File: src/rtl/vtc_detect.sv
// vtc_detect: recovers pixel/line coordinates from an incoming hsync/vsync/DE
// stream and measures frame geometry, asserting a lock flag once the measured
// timing repeats unchanged over LOCK_FRAMES consecutive frames.
//
// Ports:
//   i_clk, i_rstn        pixel clock, synchronous active-low reset
//   i_hsync, i_vsync     active-high syncs
//   i_active             data enable
//   o_counterX/Y         recovered coordinates (0 on first active pixel/line)
//   o_frame_start        one-cycle pulse per vsync rising edge
//   o_res_width/height   total clocks per line / lines per frame
//   o_active_x/y         active pixels per line / lines per frame
//   o_hsync_width        hsync pulse width in clocks
//   o_vsync_width        vsync pulse width in lines
//   o_locked             high while the timing is stable
module vtc_detect #(
    parameter int unsigned COUNTER_WIDTH = 12,
    parameter int unsigned LOCK_FRAMES   = 4
) (
    input  logic                     i_clk,
    input  logic                     i_rstn,
    input  logic                     i_hsync,
    input  logic                     i_vsync,
    input  logic                     i_active,
    output logic [COUNTER_WIDTH-1:0] o_counterX,
    output logic [COUNTER_WIDTH-1:0] o_counterY,
    output logic                     o_frame_start,
    output logic [COUNTER_WIDTH-1:0] o_res_width,
    output logic [COUNTER_WIDTH-1:0] o_res_height,
    output logic [COUNTER_WIDTH-1:0] o_active_x,
    output logic [COUNTER_WIDTH-1:0] o_active_y,
    output logic [COUNTER_WIDTH-1:0] o_hsync_width,
    output logic [COUNTER_WIDTH-1:0] o_vsync_width,
    output logic                     o_locked
);

    localparam int unsigned    CW      = COUNTER_WIDTH;
    localparam logic [CW-1:0]  One     = CW'(1);
    localparam logic [CW-1:0]  Max     = '1;
    localparam logic [3:0]     LockCnt = 4'(LOCK_FRAMES);

    localparam logic [1:0] StSearch  = 2'd0;
    localparam logic [1:0] StMeasure = 2'd1;
    localparam logic [1:0] StVerify  = 2'd2;
    localparam logic [1:0] StLocked  = 2'd3;

    function automatic logic [CW-1:0] sat_inc(input logic [CW-1:0] v);
        return (v == Max) ? v : v + One;
    endfunction

    // Two-stage input registers; edges are detected between the stages.
    logic hs_s1, hs_s2, vs_s1, vs_s2, de_s1, de_s2;
    logic hs_rise, hs_fall, vs_rise, de_rise, de_fall;

    assign hs_rise = hs_s1 & ~hs_s2;
    assign hs_fall = ~hs_s1 & hs_s2;
    assign vs_rise = vs_s1 & ~vs_s2;
    assign de_rise = de_s1 & ~de_s2;
    assign de_fall = ~de_s1 & de_s2;

    logic          y_pending;
    logic [CW-1:0] h_per, line_width, hs_len, line_hsw, act_len, line_ax;
    logic [CW-1:0] lines, vs_lines, act_lines;
    logic [CW-1:0] cand_lines, cand_vs_lines, cand_act_lines;
    logic [6*CW-1:0] cand, ref_meas;
    logic          cand_ok;
    logic [3:0]    match_cnt, match_nxt;
    logic [1:0]    state;

    // An edge coinciding with the vsync rise still belongs to the closing frame.
    assign cand_lines     = hs_rise ? sat_inc(lines) : lines;
    assign cand_vs_lines  = (hs_rise && vs_s1) ? sat_inc(vs_lines) : vs_lines;
    assign cand_act_lines = de_rise ? sat_inc(act_lines) : act_lines;

    assign cand = {line_width, cand_lines, line_ax, cand_act_lines, line_hsw, cand_vs_lines};
    assign match_nxt = match_cnt + 4'd1;

    always_comb begin
        cand_ok = (cand == ref_meas);
        for (int i = 0; i < 6; i++) begin
            if (cand[i*CW +: CW] == '0) cand_ok = 1'b0;
        end
    end

    assign o_locked = (state == StLocked);

    // Input stage, coordinates and per-line / per-frame counters.
    always_ff @(posedge i_clk) begin
        if (!i_rstn) begin
            {hs_s1, hs_s2, vs_s1, vs_s2, de_s1, de_s2} <= '0;
            o_counterX <= '0;
            o_counterY <= '0;
            y_pending  <= 1'b0;
            h_per      <= '0;
            line_width <= '0;
            hs_len     <= '0;
            line_hsw   <= '0;
            act_len    <= '0;
            line_ax    <= '0;
            lines      <= '0;
            vs_lines   <= '0;
            act_lines  <= '0;
        end else begin
            hs_s1 <= i_hsync;
            hs_s2 <= hs_s1;
            vs_s1 <= i_vsync;
            vs_s2 <= vs_s1;
            de_s1 <= i_active;
            de_s2 <= de_s1;

            o_counterX <= de_rise ? '0 : sat_inc(o_counterX);

            if (de_rise) begin
                if (y_pending) begin
                    o_counterY <= '0;
                    y_pending  <= 1'b0;
                end else begin
                    o_counterY <= sat_inc(o_counterY);
                end
            end
            if (vs_rise) y_pending <= 1'b1;

            if (hs_rise) begin
                line_width <= h_per;
                h_per      <= One;
            end else begin
                h_per <= sat_inc(h_per);
            end

            if (hs_rise)    hs_len <= One;
            else if (hs_s1) hs_len <= sat_inc(hs_len);
            if (hs_fall)    line_hsw <= hs_len;

            if (de_rise)    act_len <= One;
            else if (de_s1) act_len <= sat_inc(act_len);
            if (de_fall)    line_ax <= act_len;

            if (vs_rise) begin
                lines     <= '0;
                vs_lines  <= '0;
                act_lines <= '0;
            end else begin
                lines     <= cand_lines;
                vs_lines  <= cand_vs_lines;
                act_lines <= cand_act_lines;
            end
        end
    end

    // Lock FSM and published measurements.
    always_ff @(posedge i_clk) begin
        if (!i_rstn) begin
            state         <= StSearch;
            ref_meas      <= '0;
            match_cnt     <= '0;
            o_frame_start <= 1'b0;
            {o_res_width, o_res_height, o_active_x, o_active_y,
             o_hsync_width, o_vsync_width} <= '0;
        end else begin
            o_frame_start <= vs_rise;
            if (h_per == Max) begin
                // Line period overflow: hsync is gone, restart acquisition.
                state <= StSearch;
            end else if (vs_rise) begin
                case (state)
                    StSearch: begin
                        state <= StMeasure;
                    end
                    StMeasure: begin
                        ref_meas  <= cand;
                        match_cnt <= '0;
                        state     <= StVerify;
                        {o_res_width, o_res_height, o_active_x, o_active_y,
                         o_hsync_width, o_vsync_width} <= cand;
                    end
                    StVerify: begin
                        {o_res_width, o_res_height, o_active_x, o_active_y,
                         o_hsync_width, o_vsync_width} <= cand;
                        if (cand_ok) begin
                            match_cnt <= match_nxt;
                            if (match_nxt == LockCnt) state <= StLocked;
                        end else begin
                            ref_meas  <= cand;
                            match_cnt <= '0;
                        end
                    end
                    StLocked: begin
                        {o_res_width, o_res_height, o_active_x, o_active_y,
                         o_hsync_width, o_vsync_width} <= cand;
                        if (!cand_ok) begin
                            ref_meas  <= cand;
                            match_cnt <= '0;
                            state     <= StVerify;
                        end
                    end
                    default: state <= StSearch;
                endcase
            end
        end
    end

endmodule

File: config.mk
export PLATFORM = sky130hd
export DESIGN_NAME = vtc_detect
export DESIGN_NICKNAME = d
export VERILOG_FILES = /design/src/rtl/vtc_detect.sv
export SDC_FILE = /design/constraint.sdc
export NUM_CORES = 1
export LEC_CHECK = 0
export ABC_CLOCK_PERIOD_IN_PS = 5440
export CORE_UTILIZATION = 63
export DETAILED_ROUTE_END_ITERATION = 10
export PLACE_DENSITY = 0.91
export SLEW_MARGIN = 20
export SYNTH_ARGS = -nofsm -noshare
export SYNTH_HDL_FRONTEND = slang
export SYNTH_SLANG_ARGS = --single-unit
File: constraint.sdc
create_clock -name i_clk -period 5.44 [get_ports i_clk]
set_input_delay 0.544 -clock i_clk [delete_from_list [all_inputs] [get_ports i_clk]]
set_output_delay 0.544 -clock i_clk [all_outputs]
set_load 0.05 [all_outputs]
# Word level (Yosys, flattened, before mapping)
# Index checks and enable logic that the tools add are counted.
classes:
  n_reduce_logical: 28
  mux: 33
  n_eq_ne: 21
  addsub: 9
  bitwise: 14
ops:
  columns: ["cell", "count"]
  rows:
  - ["72-bit case mux with 2 select lines", 1]
  - ["12-bit by 1-bit adder with 12-bit output, second input constant", 8]
  - ["12-bit equality test, second input constant", 8]
  - ["12-bit 2-to-1 mux", 8]
  - ["72-bit equality test", 1]
  - ["12-bit logical NOT", 6]
  - ["72-bit 2-to-1 mux", 1]
  - ["1-bit 2-to-1 mux", 16]
  - ["2-bit != test, second input constant", 8]
  - ["4-bit case mux with 3 select lines", 1]
  - ["4-bit AND reduction", 3]
  - ["2-bit AND reduction", 5]
  - ["2-bit OR reduction", 5]
  - ["1-bit NOT", 9]
  - ["4-bit 2-to-1 mux", 2]
  - ["2-bit case mux with 4 select lines", 1]
  - ["2-bit nonzero test", 4]
  - ["2-bit 2-to-1 mux", 3]
  - ["1-bit AND", 5]
  - ["4-bit by 1-bit adder with 4-bit output, second input constant", 1]
  - ["2-bit equality test, second input constant", 2]
  - ["4-bit by 3-bit equality test with 1-bit output, second input constant", 1]
  - ["3-bit AND reduction", 1]
  - ["3-bit nonzero test", 1]
  - ["other kinds (4)", 4]
totals:
  word_cells: 136
  input_bits: 5
  register_bits: 290
  out_inout_bits: 98

# Longest topological paths before layout
logic_depth:
  ltp_word: 13
  ltp_mapped: 14
  ltp_nobuf: 11

# Least setup slack after synthesis
# Ideal clock, no wire load.
synth_timing:
  path_kind: "flip-flop to flip-flop"
  from: "reg lines[1]"
  to: "reg ref_meas[51]"
  slack_ps: 2089
  period_less_slack_ps: 3351
  arrival_time_ps: 3217
  path_buffers: 3
  stages_incl_launch_ff: 15
  setup_ps: 134
  required_ps: 5306
  cell_sequence: "dfxtp_1 > ha_1 > and3_1 > buf_4 > a41oi_4 > mux2i_2 > o221ai_1 > nor4_1 > nand4_1 > or4_4 > or3_1 > buf_6 > buf_6 > a21oi_1 > a211oi_1"
synth_between:
  elab_chain_cells: 12
  elab_cells_between_ends: 16
  cone_classes: "add/sub (1); eq/ne (3); mux (10); reduce/logical (2)"
synth_lines:
  columns: ["element", "line", "source"]
  rows:
  - ["start, declared", "63", "logic [CW-1:0] lines, vs_lines, act_lines;"]
  - ["start signal, assigned", "143", "lines <= cand_lines;"]
  - ["12-bit by 1-bit adder with 12-bit output / 12-bit equality test (equally long branches)", "48", "return (v == Max) ? v : v + One;"]
  - ["12-bit 2-to-1 mux", "48", null]
  - ["12-bit 2-to-1 mux (*)", "71", "assign cand_lines = hs_rise ? sat_inc(lines) : lines;"]
  - ["72-bit equality test", "79", "cand_ok = (cand == ref_meas);"]
  - ["1-bit 2-to-1 mux (6 in series)", "81", "if (cand[i*CW +: CW] == '0) cand_ok = 1'b0;"]
  - ["2-bit != test (no source line)", null, null]
  - ["4-bit AND reduction (no source line)", null, null]
  - ["end signal, assigned", "170", "ref_meas <= cand;"]
  - ["end signal, assigned", "183", "ref_meas <= cand;"]
  - ["end signal, assigned", "191", "ref_meas <= cand;"]
  - ["end, declared", "65", "logic [6*CW-1:0] cand, ref_meas;"]
# Every way passes the cells marked *; elsewhere a longest branch is shown, timed or not. The select of a mux whose other input is x is not followed.
# A chain may end at the register's enable or synchronous reset.

# Worst setup path in the final report
layout_timing:
  from: "reg hs_s1"
  to: "reg ref_meas[7]"
layout_between:
  elab_chain_cells: 12
  elab_cells_between_ends: 17
  cone_classes: "eq/ne (2); mux (10); bitwise (1); reduce/logical (4)"
layout_lines:
  columns: ["element", "line", "source"]
  rows:
  - ["start, declared", "52", "logic hs_s1, hs_s2, vs_s1, vs_s2, de_s1, de_s2;"]
  - ["start signal, assigned", "104", "hs_s1 <= i_hsync;"]
  - ["1-bit AND (*)", "55", "assign hs_rise = hs_s1 & ~hs_s2;"]
  - ["1-bit logical AND", "72", "assign cand_vs_lines = (hs_rise && vs_s1) ? sat_inc(vs_lines) : vs_lines;"]
  - ["12-bit 2-to-1 mux", "72", null]
  - ["72-bit equality test / 12-bit logical NOT (equally long branches)", "79, 81", null]
  - ["1-bit 2-to-1 mux (6 in series)", "81", null]
  - ["2-bit != test (no source line)", null, null]
  - ["4-bit AND reduction (no source line)", null, null]
# Marked as above.

==> qor.txt <==
run status = completed
Vias = 12850
CTS buffer count = 28
PD cells = 279.7 nW/um^2
vias in the first global route = 11910
Setup Skew = 0.03769 ns
filler cell count = 1474
Tmin final = 4.511 ns
busiest grt layer = met2
syn_area_per_cell = 8.138 sq um
Netlist Area Pre-Place = 13540 sq um
CTS tree = done
Reg power frac = 0.498
Worst Hold Launch = o_res_width[7]$_SDFFE_PN0P_
met3 Use GR = 0.05491
Final GP Congestion = 1.032
Synth Warn # = 0
fmax = 0.2217 GHz
Synth area leaders = dfxtp_1, a21oi_1, nand2_1, xor2_1, nor2_1
CTS sink count = 290
fin nets = 1717
H-tree levels = 1
Yosys reg bits = 290
min-delay worst type = reg -> reg
Internal = 3366 uW
final wirelength = 38.89 mm
Via density = 6.427
async set-reset flop share out of synthesis = 0
Root Driver = clkbuf_16
register area = 5806 sq um
area of the multi-input gates = 7198 sq um
Top Ports = 103
Area growth syn-to-layout = 14.68%
clock latency at the later pin of the worst-skew pair = 0.57 ns
drt drc = 0
DP Wirelength = 26.25 mm
unrepaired setup endpoints after global routing = false
Critical Path AT = 4.91 ns
Avg WL per Cell = 19.45 um
largest net degree at the start of global routing = 92
Cells after Synth = 1664
Overflow after GRT = 0
M1 GR Usage = 0.4478
Tot GR Track Use = 0.3489
initial antenna violation count = 0
VDD IR max = 0.2967 mV
CTS Buffer Depth = 3
post-cts sizing count = 0
Crit Path Class = reg -> reg
Row Count = 53
Post-synth EDFFs = 0
nature of the critical path startpoint = flip-flop
fraction of layout cells with a size suffix above 1 = 0.06032
Worst EP required = 5.84 ns
Setup Buffers After CTS = 0
die width = 148.6 um
Max-slew headroom = 0.2791
total negative slack = 0 ns
Critical R2R Launch = hs_s1$_SDFF_PN0_
global-route wire length before repair = 62.13 mm
Net Sw Frac = 0.2251
Starting DRT DRC Count = 1242
Syn Nets = 1679
P_sw = 977.8 uW
Max Cap Viol = 0
maximum fanout along the worst path = 35
I/O Buffers = 102
die height = 148.6 um
Final period util = 0.8293
clock slew at reported path FFs = 0.07 ns
post-synth cell types = 79
Worst Tran Pin Value = 1.081 ns
top-area cell type share of the netlist area = 0.4287
Final Slew Violations = 0
combinational power share = 0.037
register area share after synthesis = 0.4287
# setup viols final = 0
Commonest cells post-synth = dfxtp_1, nand2_1, a21oi_1
Setup crit end kind = flip-flop
initial core utilization = 0.6442
Core Area = 21020 sq um
CTS Hold Bufs = 0
launch point of the critical path = hs_s1$_SDFF_PN0_
post-synth top area cell = dfxtp_1
Leak Pwr = 0.005333 uW
most frequent cell after synthesis = dfxtp_1
Die ar. = 22080 sq um
top_reg_cell synth = dfxtp_1
Final Hold Fails = 0
final design utilization = 0.7388
Final ANT Viol Nets = 0
clock power share = 0.465
met2 Track Usage GR = 0.5780
DRT Pass-1 Iters = 6
## layer usage
layer	share of wire	vias to the layer above	routed length, um
met3	0.077	126	3010
met5	0	-	0
met1	0.40	6130	15710
met2	0.48	622	18500
li1	-	5976	-
met4	0.043	0	1674
## through the flow
step           power, uW  cell area [sq um]  hold WS, ns  worst slack, ns  cells
3_5_place_dp        2364              14550       0.4472            1.027   1947
5_1_grt             4463              15530       0.4744           0.6101   1999
3_3_place_gp        2360              14550       0.4425            1.071   1947
6_report            4344              15530       0.4523           0.9286   2000
4_1_cts             4355              15520       0.4564           0.9698   1999
2_1_floorplan       2315              13540       0.4458            2.089   1664
## registers in the layout, summed over array words and instances, names as in the netlist, 4 cells and up
signal and flops:
act_len 12, h_per 12, line_ax 12, ref_meas 72
o_res_width 12, o_vsync_width 12, act_lines 12, o_counterX 12
o_hsync_width 12, o_res_height 12, lines 12, o_active_x 12
hs_len 12, match_cnt 4, o_active_y 12, vs_lines 12
line_hsw 12, o_counterY 12, line_width 12
## layout make-up
cell class / count / share of cell area
clock buffers: 43 / 0.05519
flip-flops and latches: 290 / 0.3738
repair buffers: 119 / 0.07396
inverters: 13 / 0.003464
diodes: 1 / 0.0001611
well taps: 275 / 0.02216
clock inverters: 9 / 0.007734
multi-input cells: 1250 / 0.4635
## power by group through the flow
stage	Combinational [uW]	Sequential, uW	Clock [uW]
6_report	162	2160	2020
5_1_grt	174	2160	2130
4_1_cts	159	2160	2040
3_5_place_dp	157	2210	0
3_3_place_gp	154	2210	0
2_1_floorplan	106	2210	0
## critical path: stages, from the launching register on
cell	delay [ns]
dfxtp_1	0.71
nand2b_1	0.47
nor3_1	0.46
mux2i_1	0.56
o22ai_1	0.17
nor4_1	0.24
nand4_1	0.20
or4_4	0.49
or3_2	0.48
buf_4	0.28
a21oi_1	0.22
a211oi_1	0.07
## cells by family (layout without fill, tap and decap cells)
group | after synthesis | in the layout | synth area share
XOR/XNOR | 104 | 104 | 0.06726
buffers and inverters | 124 | 184 | 0.04084
adder cells (fa/ha/maj) | 10 | 10 | 0.009240
flip-flops | 290 | 290 | 0.4287
multiplexers | 23 | 23 | 0.01746
AO/OA/AOI/OAI | 386 | 386 | 0.1715
AND/OR/NAND/NOR | 727 | 727 | 0.2650
other | 0 | 1 | 0
## placed cells by master, fill, tap and decap left out, drive strengths merged, types with 6 or more instances in the layout
cell type	count
dfxtp	290
o21ai	77
nor2b	10
xnor2	34
ha	10
and2	10
nor2	156
o22ai	6
o31ai	6
and4	7
or3	17
mux2i	21
o211ai	8
nor4	32
buf	17
nand3	89
nand3b	6
or2	14
nand4b	8
nor3	31
and3	25
a211oi	39
nand2b	23
xor2	70
clkinv	7
clkdlybuf4s50	102
clkbuf	43
nand2	230
nand4	50
a2111oi	7
a21oi	192
inv	13
## worst paths after layout
| kind | slack (ns) | depth (start not counted) | end |
|---|---|---|---|
| worst max-delay path | 0.93 | 11 | ref_meas[7]$_SDFFE_PN0P_ |
| worst min-delay path | 0.45 | 2 | o_res_width[7]$_SDFFE_PN0P_ |
| worst max register to register | 0.93 | 11 | ref_meas[7]$_SDFFE_PN0P_ |
| worst min register to register | 0.45 | 2 | o_res_width[7]$_SDFFE_PN0P_ |
No activity file was read; power rests on OpenSTA's default activity.
